### src/rtl/udp_tx_packetizer_if.sv
// Sample-stream input and MAC byte-transmit output of the UDP packetizer.
// master = packetizer side, slave = upstream source / MAC side.
interface udp_tx_packetizer_if;
    logic [7:0] s_data;
    logic       s_valid;
    logic       s_ready;
    logic [7:0] tx_data;
    logic       tx_sop;
    logic       tx_eop;
    logic       tx_err;
    logic       tx_wren;
    logic       tx_rdy;

    modport master (
        input  s_data, s_valid, tx_rdy,
        output s_ready, tx_data, tx_sop, tx_eop, tx_err, tx_wren
    );

    modport slave (
        output s_data, s_valid, tx_rdy,
        input  s_ready, tx_data, tx_sop, tx_eop, tx_err, tx_wren
    );
endinterface

### src/rtl/udp_tx_packetizer.sv
// Wraps sample bytes in Ethernet/IPv4/UDP frames (optional 4-byte seq prefix: UDP_PACKETIZER_SEQ_EN).
// 4 cycles IDLE->first byte; tx_rdy low or s_valid low (payload) stalls without losing bytes.
module udp_tx_packetizer #(
    parameter logic [47:0] DST_MAC     = 48'hFFFF_FFFF_FFFF,
    parameter logic [47:0] SRC_MAC     = 48'h02_00_00_00_00_01,
    parameter logic [31:0] SRC_IP      = 32'hC0A8_0164,
    parameter logic [31:0] DST_IP      = 32'hC0A8_0101,
    parameter logic [15:0] SRC_PORT    = 16'd5000,
    parameter logic [15:0] DST_PORT    = 16'd5001,
    parameter int          PAYLOAD_LEN = 1024
) (
    input  logic                tx_clk,
    input  logic                rst,
    input  logic                en,
    udp_tx_packetizer_if.master bus,
    output logic                busy,
    output logic [31:0]         seq
);
`ifdef UDP_PACKETIZER_SEQ_EN
    localparam int SEQ_BYTES = 4;
`else
    localparam int SEQ_BYTES = 0;
`endif
    localparam logic [15:0] UDP_LEN  = 16'(8 + SEQ_BYTES + PAYLOAD_LEN);
    localparam logic [15:0] IP_LEN   = 16'(28 + SEQ_BYTES + PAYLOAD_LEN);
    localparam logic [10:0] LAST_PAY = 11'(PAYLOAD_LEN - 1);

    typedef enum logic [2:0] {
        S_IDLE,
        S_CSUM,
        S_HEADER,
`ifdef UDP_PACKETIZER_SEQ_EN
        S_SEQ,
`endif
        S_PAYLOAD
    } state_t;

    typedef struct packed {
        logic [47:0] dst_mac;
        logic [47:0] src_mac;
        logic [15:0] ethertype;
        logic [7:0]  ver_ihl;
        logic [7:0]  tos;
        logic [15:0] total_len;
        logic [15:0] id;
        logic [15:0] flags_frag;
        logic [7:0]  ttl;
        logic [7:0]  proto;
        logic [15:0] csum;
        logic [31:0] src_ip;
        logic [31:0] dst_ip;
        logic [15:0] src_port;
        logic [15:0] dst_port;
        logic [15:0] udp_len;
        logic [15:0] udp_csum;
    } hdr_t;

    state_t      state_q, state_d;
    logic [10:0] idx_q, idx_d;
    logic [31:0] seq_q, seq_d;
    logic [19:0] sum_q, sum_d;
    logic [15:0] csum_q, csum_d;

    hdr_t        hdr;
    logic [7:0]  hdr_bytes [42];
    logic [19:0] hdr_sum;

    // Only the ID word varies between frames; the rest of the sum folds to constants.
    assign hdr_sum = 20'(16'h4500) + 20'(IP_LEN) + 20'(seq_q[15:0]) + 20'(16'h4000)
                   + 20'(16'h4011) + 20'(SRC_IP[31:16]) + 20'(SRC_IP[15:0])
                   + 20'(DST_IP[31:16]) + 20'(DST_IP[15:0]);

    always_comb begin
        hdr = '{dst_mac: DST_MAC, src_mac: SRC_MAC, ethertype: 16'h0800,
                ver_ihl: 8'h45, tos: 8'h00, total_len: IP_LEN, id: seq_q[15:0],
                flags_frag: 16'h4000, ttl: 8'h40, proto: 8'h11, csum: csum_q,
                src_ip: SRC_IP, dst_ip: DST_IP, src_port: SRC_PORT, dst_port: DST_PORT,
                udp_len: UDP_LEN, udp_csum: 16'h0000};
        for (int i = 0; i < 42; i++) begin
            hdr_bytes[i] = hdr[335 - 8*i -: 8];
        end
    end

    always_comb begin
        state_d     = state_q;
        idx_d       = idx_q;
        seq_d       = seq_q;
        sum_d       = sum_q;
        csum_d      = csum_q;
        bus.tx_wren = 1'b0;
        bus.tx_sop  = 1'b0;
        bus.tx_eop  = 1'b0;
        bus.tx_data = 8'h00;
        bus.s_ready = 1'b0;
        case (state_q)
            S_IDLE: begin
                if (en && bus.s_valid) begin
                    state_d = S_CSUM;
                    idx_d   = '0;
                end
            end
            S_CSUM: begin
                case (idx_q[1:0])
                    2'd0:    sum_d  = hdr_sum;
                    2'd1:    sum_d  = 20'(sum_q[15:0]) + 20'(sum_q[19:16]);
                    default: csum_d = ~(sum_q[15:0] + 16'(sum_q[16]));
                endcase
                idx_d = idx_q + 11'd1;
                if (idx_q[1:0] == 2'd2) begin
                    state_d = S_HEADER;
                    idx_d   = '0;
                end
            end
            S_HEADER: begin
                bus.tx_wren = bus.tx_rdy;
                bus.tx_sop  = (idx_q == 11'd0);
                bus.tx_data = hdr_bytes[idx_q[5:0]];
                if (bus.tx_rdy) begin
                    idx_d = idx_q + 11'd1;
                    if (idx_q == 11'd41) begin
                        idx_d = '0;
`ifdef UDP_PACKETIZER_SEQ_EN
                        state_d = S_SEQ;
`else
                        state_d = S_PAYLOAD;
`endif
                    end
                end
            end
`ifdef UDP_PACKETIZER_SEQ_EN
            S_SEQ: begin
                bus.tx_wren = bus.tx_rdy;
                case (idx_q[1:0])
                    2'd0:    bus.tx_data = seq_q[31:24];
                    2'd1:    bus.tx_data = seq_q[23:16];
                    2'd2:    bus.tx_data = seq_q[15:8];
                    default: bus.tx_data = seq_q[7:0];
                endcase
                if (bus.tx_rdy) begin
                    idx_d = idx_q + 11'd1;
                    if (idx_q == 11'd3) begin
                        idx_d   = '0;
                        state_d = S_PAYLOAD;
                    end
                end
            end
`endif
            S_PAYLOAD: begin
                bus.s_ready = bus.tx_rdy;
                bus.tx_wren = bus.s_valid && bus.tx_rdy;
                bus.tx_data = bus.s_data;
                bus.tx_eop  = (idx_q == LAST_PAY);
                if (bus.s_valid && bus.tx_rdy) begin
                    idx_d = idx_q + 11'd1;
                    if (idx_q == LAST_PAY) begin
                        idx_d   = '0;
                        seq_d   = seq_q + 32'd1;
                        state_d = S_IDLE;
                    end
                end
            end
            default: state_d = S_IDLE;
        endcase
    end

    always_ff @(posedge tx_clk) begin
        if (rst) begin
            state_q <= S_IDLE;
            idx_q   <= '0;
            seq_q   <= '0;
            sum_q   <= '0;
            csum_q  <= '0;
        end else begin
            state_q <= state_d;
            idx_q   <= idx_d;
            seq_q   <= seq_d;
            sum_q   <= sum_d;
            csum_q  <= csum_d;
        end
    end

    assign bus.tx_err = 1'b0;
    assign busy       = (state_q != S_IDLE);
    assign seq        = seq_q;
endmodule

### src/flat_wrapper.sv
// flat-port wrapper written by rule: the top's interface ports become plain ports
module udp_tx_packetizer_flat 
#(
    parameter logic [47:0] DST_MAC     = 48'hFFFF_FFFF_FFFF,
    parameter logic [47:0] SRC_MAC     = 48'h02_00_00_00_00_01,
    parameter logic [31:0] SRC_IP      = 32'hC0A8_0164,
    parameter logic [31:0] DST_IP      = 32'hC0A8_0101,
    parameter logic [15:0] SRC_PORT    = 16'd5000,
    parameter logic [15:0] DST_PORT    = 16'd5001,
    parameter int          PAYLOAD_LEN = 1024
)
  (tx_clk, rst, en, busy, seq, bus_s_data, bus_s_valid, bus_tx_rdy, bus_s_ready, bus_tx_data, bus_tx_sop, bus_tx_eop, bus_tx_err, bus_tx_wren);
  udp_tx_packetizer_if bus_i ();
  input  logic tx_clk;
  input  logic rst;
  input  logic en;
  output logic busy;
  output logic [31:0] seq;
  input wire logic [$bits(bus_i.s_data)-1:0] bus_s_data;
  input wire logic [$bits(bus_i.s_valid)-1:0] bus_s_valid;
  input wire logic [$bits(bus_i.tx_rdy)-1:0] bus_tx_rdy;
  output wire logic [$bits(bus_i.s_ready)-1:0] bus_s_ready;
  output wire logic [$bits(bus_i.tx_data)-1:0] bus_tx_data;
  output wire logic [$bits(bus_i.tx_sop)-1:0] bus_tx_sop;
  output wire logic [$bits(bus_i.tx_eop)-1:0] bus_tx_eop;
  output wire logic [$bits(bus_i.tx_err)-1:0] bus_tx_err;
  output wire logic [$bits(bus_i.tx_wren)-1:0] bus_tx_wren;
  assign bus_i.s_data = bus_s_data;
  assign bus_i.s_valid = bus_s_valid;
  assign bus_i.tx_rdy = bus_tx_rdy;
  assign bus_s_ready = bus_i.s_ready;
  assign bus_tx_data = bus_i.tx_data;
  assign bus_tx_sop = bus_i.tx_sop;
  assign bus_tx_eop = bus_i.tx_eop;
  assign bus_tx_err = bus_i.tx_err;
  assign bus_tx_wren = bus_i.tx_wren;
  udp_tx_packetizer #(.DST_MAC(DST_MAC), .SRC_MAC(SRC_MAC), .SRC_IP(SRC_IP), .DST_IP(DST_IP), .SRC_PORT(SRC_PORT), .DST_PORT(DST_PORT), .PAYLOAD_LEN(PAYLOAD_LEN)) u_core (.tx_clk(tx_clk), .rst(rst), .en(en), .bus(bus_i), .busy(busy), .seq(seq));
endmodule
### config.mk
export PLATFORM = sky130hd
export DESIGN_NAME = udp_tx_packetizer_flat
export DESIGN_NICKNAME = d
export VERILOG_FILES = /design/src/rtl/udp_tx_packetizer_if.sv /design/src/rtl/udp_tx_packetizer.sv /design/src/flat_wrapper.sv
export SDC_FILE = /design/constraint.sdc
export NUM_CORES = 1
export LEC_CHECK = 0
export CAP_MARGIN = 20
export CORE_ASPECT_RATIO = 1.1
export CORE_MARGIN = 5
export CORE_UTILIZATION = 52
export DETAILED_ROUTE_END_ITERATION = 8
export PLACE_DENSITY = 0.79
export RECOVER_POWER = 25
export SKIP_LAST_GASP = 1
export SLEW_MARGIN = 20
export SYNTH_ARGS = -nofsm -noshare
export SYNTH_HDL_FRONTEND = slang
export SYNTH_SLANG_ARGS = --single-unit
### constraint.sdc
create_clock -name tx_clk -period 2.7 [get_ports tx_clk]
set_input_delay 0.405 -clock tx_clk [delete_from_list [all_inputs] [get_ports tx_clk]]
set_output_delay 0.405 -clock tx_clk [all_outputs]
set_load 0.02 [all_outputs]
== Word level (Yosys, flattened, before mapping) ==
Cells that the tools add are included.

* Bitwise logic cells: 3
* $add $sub $neg: 11
* Order comparisons: 1
* Muxes and demuxes: 23
* Eq/ne operators: 13
* Reductions and logical operators: 14

{| class="wikitable"
|+ Operators with widths
! kind !! number
|-
| 2-to-1 mux 11 bit || 6
|-
| binary-select mux 8 bit (select 6 bit) || 1
|-
| one-hot mux 11 bit (4 select lines) || 1
|-
| adder 20 x 15 -> 20 bit, second input constant || 2
|-
| adder 20 x 16 -> 20 bit, second input constant || 2
|-
| adder 20 x 9 -> 20 bit, second input constant || 2
|-
| one-hot mux 20 bit (2 select lines) || 1
|-
| adder 32 x 1 -> 32 bit, second input constant || 1
|-
| 2-to-1 mux 3 bit || 6
|-
| adder 15 x 16 -> 17 bit, first input constant || 1
|-
| adder 16 x 4 -> 17 bit || 1
|-
| adder 16 x 1 -> 16 bit || 1
|-
| 2-to-1 mux 8 bit || 2
|-
| inverter 16 bit || 1
|-
| one-hot mux 8 bit (2 select lines) || 1
|-
| one-hot mux 3 bit (4 select lines) || 1
|-
| adder 11 x 1 -> 11 bit, second input constant || 1
|-
| == test 11 x 10 -> 1 bit, second input constant || 1
|-
| == test 11 x 6 -> 1 bit, second input constant || 1
|-
| zero test 11 bit || 1
|-
| != test 2 x 1 -> 1 bit, second input constant || 5
|-
| greater-or-equal comparator 7 bit, second input constant || 1
|-
| inverter 6 -> 7 bit || 1
|-
| == test 3 x 2 -> 1 bit, second input constant || 2
|-
| other kinds (18) || 22
|}

* Output and inout bits: 46
* Input bits: 13
* Bits in registers: 82
* Logic and storage cells: 70

== Logic depth before layout (Yosys ltp) ==
* Word-level depth: 8
* Mapped depth: 11
* Gate-level depth less buffers: 10

== Worst setup path after synthesis ==
OpenSTA, ideal clock, no wires.

* Path kind: register -> register
* Start point: reg u_core.idx_q[0]
* End point: reg u_core.csum_q[14]
* Slack: 0.107 ns
* Path buffers: 5
* Cell stages (with the launch flop): 12
* Setup time: 0.070 ns
* Period minus slack after synthesis: 2.593 ns
* Arrival time: 2.522 ns
* Data required time: 2.630 ns
* Path through: dfxtp_1 > clkbuf_1 > buf_1 > inv_1 > ha_1 > clkbuf_1 > nor2_1 > and2_1 > clkbuf_1 > clkbuf_1 > nand3_1 > a21oi_1

* Word-level cells in the longest chain between the ends: 4
* Elaborated cells on any way between the ends: 5
* Classes of those cells: 1 x eq/ne; 1 x bitwise; 3 x reduce/logical

{| class="wikitable"
|+ Ends and longest elaborated chain
! element !! line !! source
|-
| start, declared || udp_tx_packetizer.sv:59 || <nowiki>logic [10:0] idx_q, idx_d;</nowiki>
|-
| start signal, assigned || udp_tx_packetizer.sv:175 || <nowiki>idx_q <= idx_d;</nowiki>
|-
| == test 2 x 1 -> 1 bit or zero test 2 bit (tied branches) || udp_tx_packetizer.sv:103 || <nowiki>case (idx_q[1:0])</nowiki>
|-
| OR reduction 2 bit (no line) * || n/a ||
|-
| inverter 1 bit (no line) * || n/a ||
|-
| AND reduction 2 bit (no line) * || n/a ||
|-
| end signal, assigned || udp_tx_packetizer.sv:178 || <nowiki>csum_q <= csum_d;</nowiki>
|-
| end, declared || udp_tx_packetizer.sv:62 || <nowiki>logic [15:0] csum_q, csum_d;</nowiki>
|}

Mark *: on every way between the ends. The rest lies on a longest branch, timed or not.
A chain may end at the register's enable or synchronous reset.

== Worst setup path after layout ==
* Start point: reg u_core.idx_q[1]
* End point: out bus_tx_data[0]

* Word-level cells in the longest chain between the ends: 5

{| class="wikitable"
|+ Ends and longest elaborated chain
! element !! line !! source
|-
| inverter 6 -> 7 bit (not written as such) || udp_tx_packetizer.sv:117 || <nowiki>bus.tx_data = hdr_bytes[idx_q[5:0]];</nowiki>
|-
| binary-select mux 8 bit (select 6 bit) || udp_tx_packetizer.sv:117 ||
|-
| 2-to-1 mux 8 bit (not written as such) (2 in a row) || udp_tx_packetizer.sv:117 ||
|-
| one-hot mux 8 bit (2 select lines) || udp_tx_packetizer.sv:95 || <nowiki>case (state_q)</nowiki>
|-
| end, declared || flat_wrapper.sv:23 || <nowiki>output wire logic [$bits(bus_i.tx_data)-1:0] bus_tx_data;</nowiki>
|}

No other way between the ends. The select of a mux whose other input is x is not followed.

==> results.md <==
- GPL Wtd Cong: 0.951
- Crit-path cells: inv_2, or3_1, o21ai_0, a211oi_1, a21oi_1, a22o_1, dlygate4sd2_1
- Synth warn: 0
- Critical path's top delay family: compound AO/OA/AOI/OAI gates
- Place WS: 0.0919 ns
- Largest family of logic cells by synthesized area: simple AND/OR/NAND/NOR gates
- DP Wirelength: 12,000 um
- Die area: 13,000 um^2
- Routed WL: 16,200 um
- Leak pwr: 2.53 nW
- DRC violations left: 0
- CTS H-tree depth: 3
- Die Ht: 119 um
- Vias: 5,863
- Placed cells: 966
- Crit-path max cell delay: 0.43 ns
- Worst-path clk slew: 0.06 ns
- Sequential fraction of the synthesis area: 28.5%
- Instance count on the critical path: 7
- Sink Count: 80
- Synth Area in Compound Gates: 22.1%
- Routed wire per std cell: 16.5 um
- Crit path max fanout: 8
- Die Span X: 109 um
- All-Layer GR Usage: 25.4%
- Root Buffer: clkbuf_16
- CP startpoint kind: flip-flop
- Syn nets: 810
- Highest-delay cell along the critical path: or3_1
- Drt pass-1 iters: 5
- CTS Buffer Depth: 2
- Hold Vio Cnt, Final: 0
- Ports: 59
- Vias in the first global route: 5,660
- Post-synth EDFFs: 0
- Setup CP Type: flip-flop to output pin
- Area of the multi-input gates: 3710 um^2
- Share of cells above drive strength 1: 10.1%
- Headroom to the max-slew limit: 49.7%
- Worst hold path depth: 2
- Starting Density: 53.5%
- Nets: 870
- Maxcap violations: 0
- Period utilization: 94.8%
- RSZ-0062 raised after global routing: no
- CTS tree: built
- Max IR drop VDD: 349 uV
- Final setup vio count: 0
- Mapped Avg Cell Area: 7.25 um^2
- WHS: 0.457 ns
- Max Clk Rate: 0.391 GHz
- Clk Latency, worst-skew pair: 0.35 ns
- Area delta synth->final: 22.4%
- Slew @ Worst Pin: 0.749 ns
- Initial antenna violation count: 0
- Global-route wire length before repair: 27,100 um
- Seq cells post-synth: 80
- Setup Skew: 0.00844 ns
- CTS buffer count: 9
- Largest net degree at the start of global routing: 36
- ANT cells: 0
- Filler cells: 921
- Synth Area in XOR/XNOR: 7.65%
- Std-Cell Rows: 39
- Register area: 1610 um^2
- Post-CTS setup buffer count: 0
- Depth of the most critical reg-to-reg path: 10
- Mapped Area: 5610 um^2
- Final setup margin: 0.141 ns
- Pwr Density: 551 nW/um^2
- Predominant post-synthesis flop cell: dfxtp_1
- Vias/cell: 5.97
- Post-route ant nets: 0
- Post-Layout Cell Count: 982
- Iter 0 DRT Violations: 485
- Outcome: complete, no violations
- Worst EP arrival: 2.15 ns
- Synth unique cells: 63
- WP buf/inv: 2
- Mux contribution to synthesized area: 2.34%
- Core Box Area: 10,500 um^2
- Async SR Flop Fraction: 0%
- Synth Instances: 774
- Crit path time final: 2.56 ns
- Req. time, crit path: 2.30 ns
- IO buf count: 57
- Hold Path Class: flip-flop to flip-flop
- Max Slew Vio Count: 0
- Synth Area in Simple Gates: 28.1%
- Congestion Overflow GR: 0
- Synth Area in Adders: 5.26%
- CP endpoint kind: output pin
cell type report:
type	count	area share, %
clock buffer	10	3.48
clock inverter	6	1.35
inverter	30	1.64
multi-input combinational	609	54.0
sequential	80	23.4
tap	143	2.61
timing repair buffer	104	13.5
cells in the mapped netlist, types with 22 or more instances:
| master | n | share of area, % |
|---|---|---|
| a21oi_1 | 70 | 6.2 |
| clkbuf_1 | 43 | 2.9 |
| dfxtp_1 | 80 | 29 |
| ha_1 | 22 | 4.9 |
| inv_1 | 30 | 2.0 |
| nand2_1 | 101 | 6.8 |
| nand3_1 | 28 | 2.5 |
| nor2_1 | 74 | 5.0 |
| o21ai_0 | 46 | 4.1 |
| or3_1 | 23 | 2.6 |
| xnor2_1 | 31 | 4.8 |
cell families (layout without fill, tap and decap cells):
logic type / after synthesis / count (layout)
AND/OR/NAND/NOR: 320 / 320
AO/OA/AOI/OAI: 203 / 203
buffers and inverters: 85 / 150
flip-flops: 80 / 80
XOR/XNOR: 49 / 49
adder cells (fa/ha/maj): 23 / 23
multiplexers: 13 / 13
other: 1 / 1
flip-flops by register name (all words and copies together) (netlist names):
register / count
u_core.sum_q: 19
u_core.csum_q: 16
u_core.idx_q: 11
u_core.state_q: 2
u_core.seq: 32
worst paths after layout:
check / startpoint / end / slack, ns
max: u_core.idx_q[1]$_SDFFE_PP0P_ / bus_tx_data[0] / 0.14
min: u_core.csum_q[3]$_SDFFE_PP0P_ / u_core.csum_q[3]$_SDFFE_PP0P_ / 0.46
max reg2reg: u_core.seq[3]$_SDFFE_PP0P_ / u_core.sum_q[13]$_SDFFE_PP0P_ / 0.21
min reg2reg: u_core.csum_q[3]$_SDFFE_PP0P_ / u_core.csum_q[3]$_SDFFE_PP0P_ / 0.46
power breakdown:
group	internal [mW]	total (mW)	switching (mW)
clock	0.838	1.36	0.519
sequential	1.27	1.39	0.120
combinational	0.425	1.04	0.610
per-layer routing:
layer	routed length, um	GRT usage [%]
met1	6770	32.4
met2	7910	41.9
met3	955	4.60
met4	527	10.6
met5	0	0
per-stage QoR:
stage / TNS [ns] / instance area [um^2] / power, mW / util (%)
CTS: -0.104 / 6840 / 3.78 / 65.2
floorplan: 0 / 5610 / 2.07 / -
detailed placement: 0 / 6500 / 2.45 / 62.0
global route: 0 / 6870 / 3.96 / 65.5
finish: 0 / 6870 / 3.79 / 65.5
global placement: 0 / 6500 / 2.42 / 62.0
layout by cell type (no fill, tap or decap), types with 28 or more instances in the layout:
| master | n |
|---|---|
| buf_4 | 44 |
| nand2_1 | 101 |
| a21oi_1 | 70 |
| inv_1 | 29 |
| o21ai_0 | 45 |
| dlygate4sd3_1 | 29 |
| xnor2_1 | 31 |
| nand3_1 | 28 |
| nor2_1 | 74 |
| dfxtp_1 | 79 |
worst min-delay path: stages, from the launching register on:
cell	delay [ns]
dfxtp_1	0.30
nand2_1	0.06
a21oi_1	0.05
what timing repair did:
action | 4_1_cts | 5_1_grt
gates resized for setup | 14 | 8
setup endpoints to repair | 10 | 12
hold buffers | 0 | 0
Note: power is estimated with default switching activity, not from simulation.
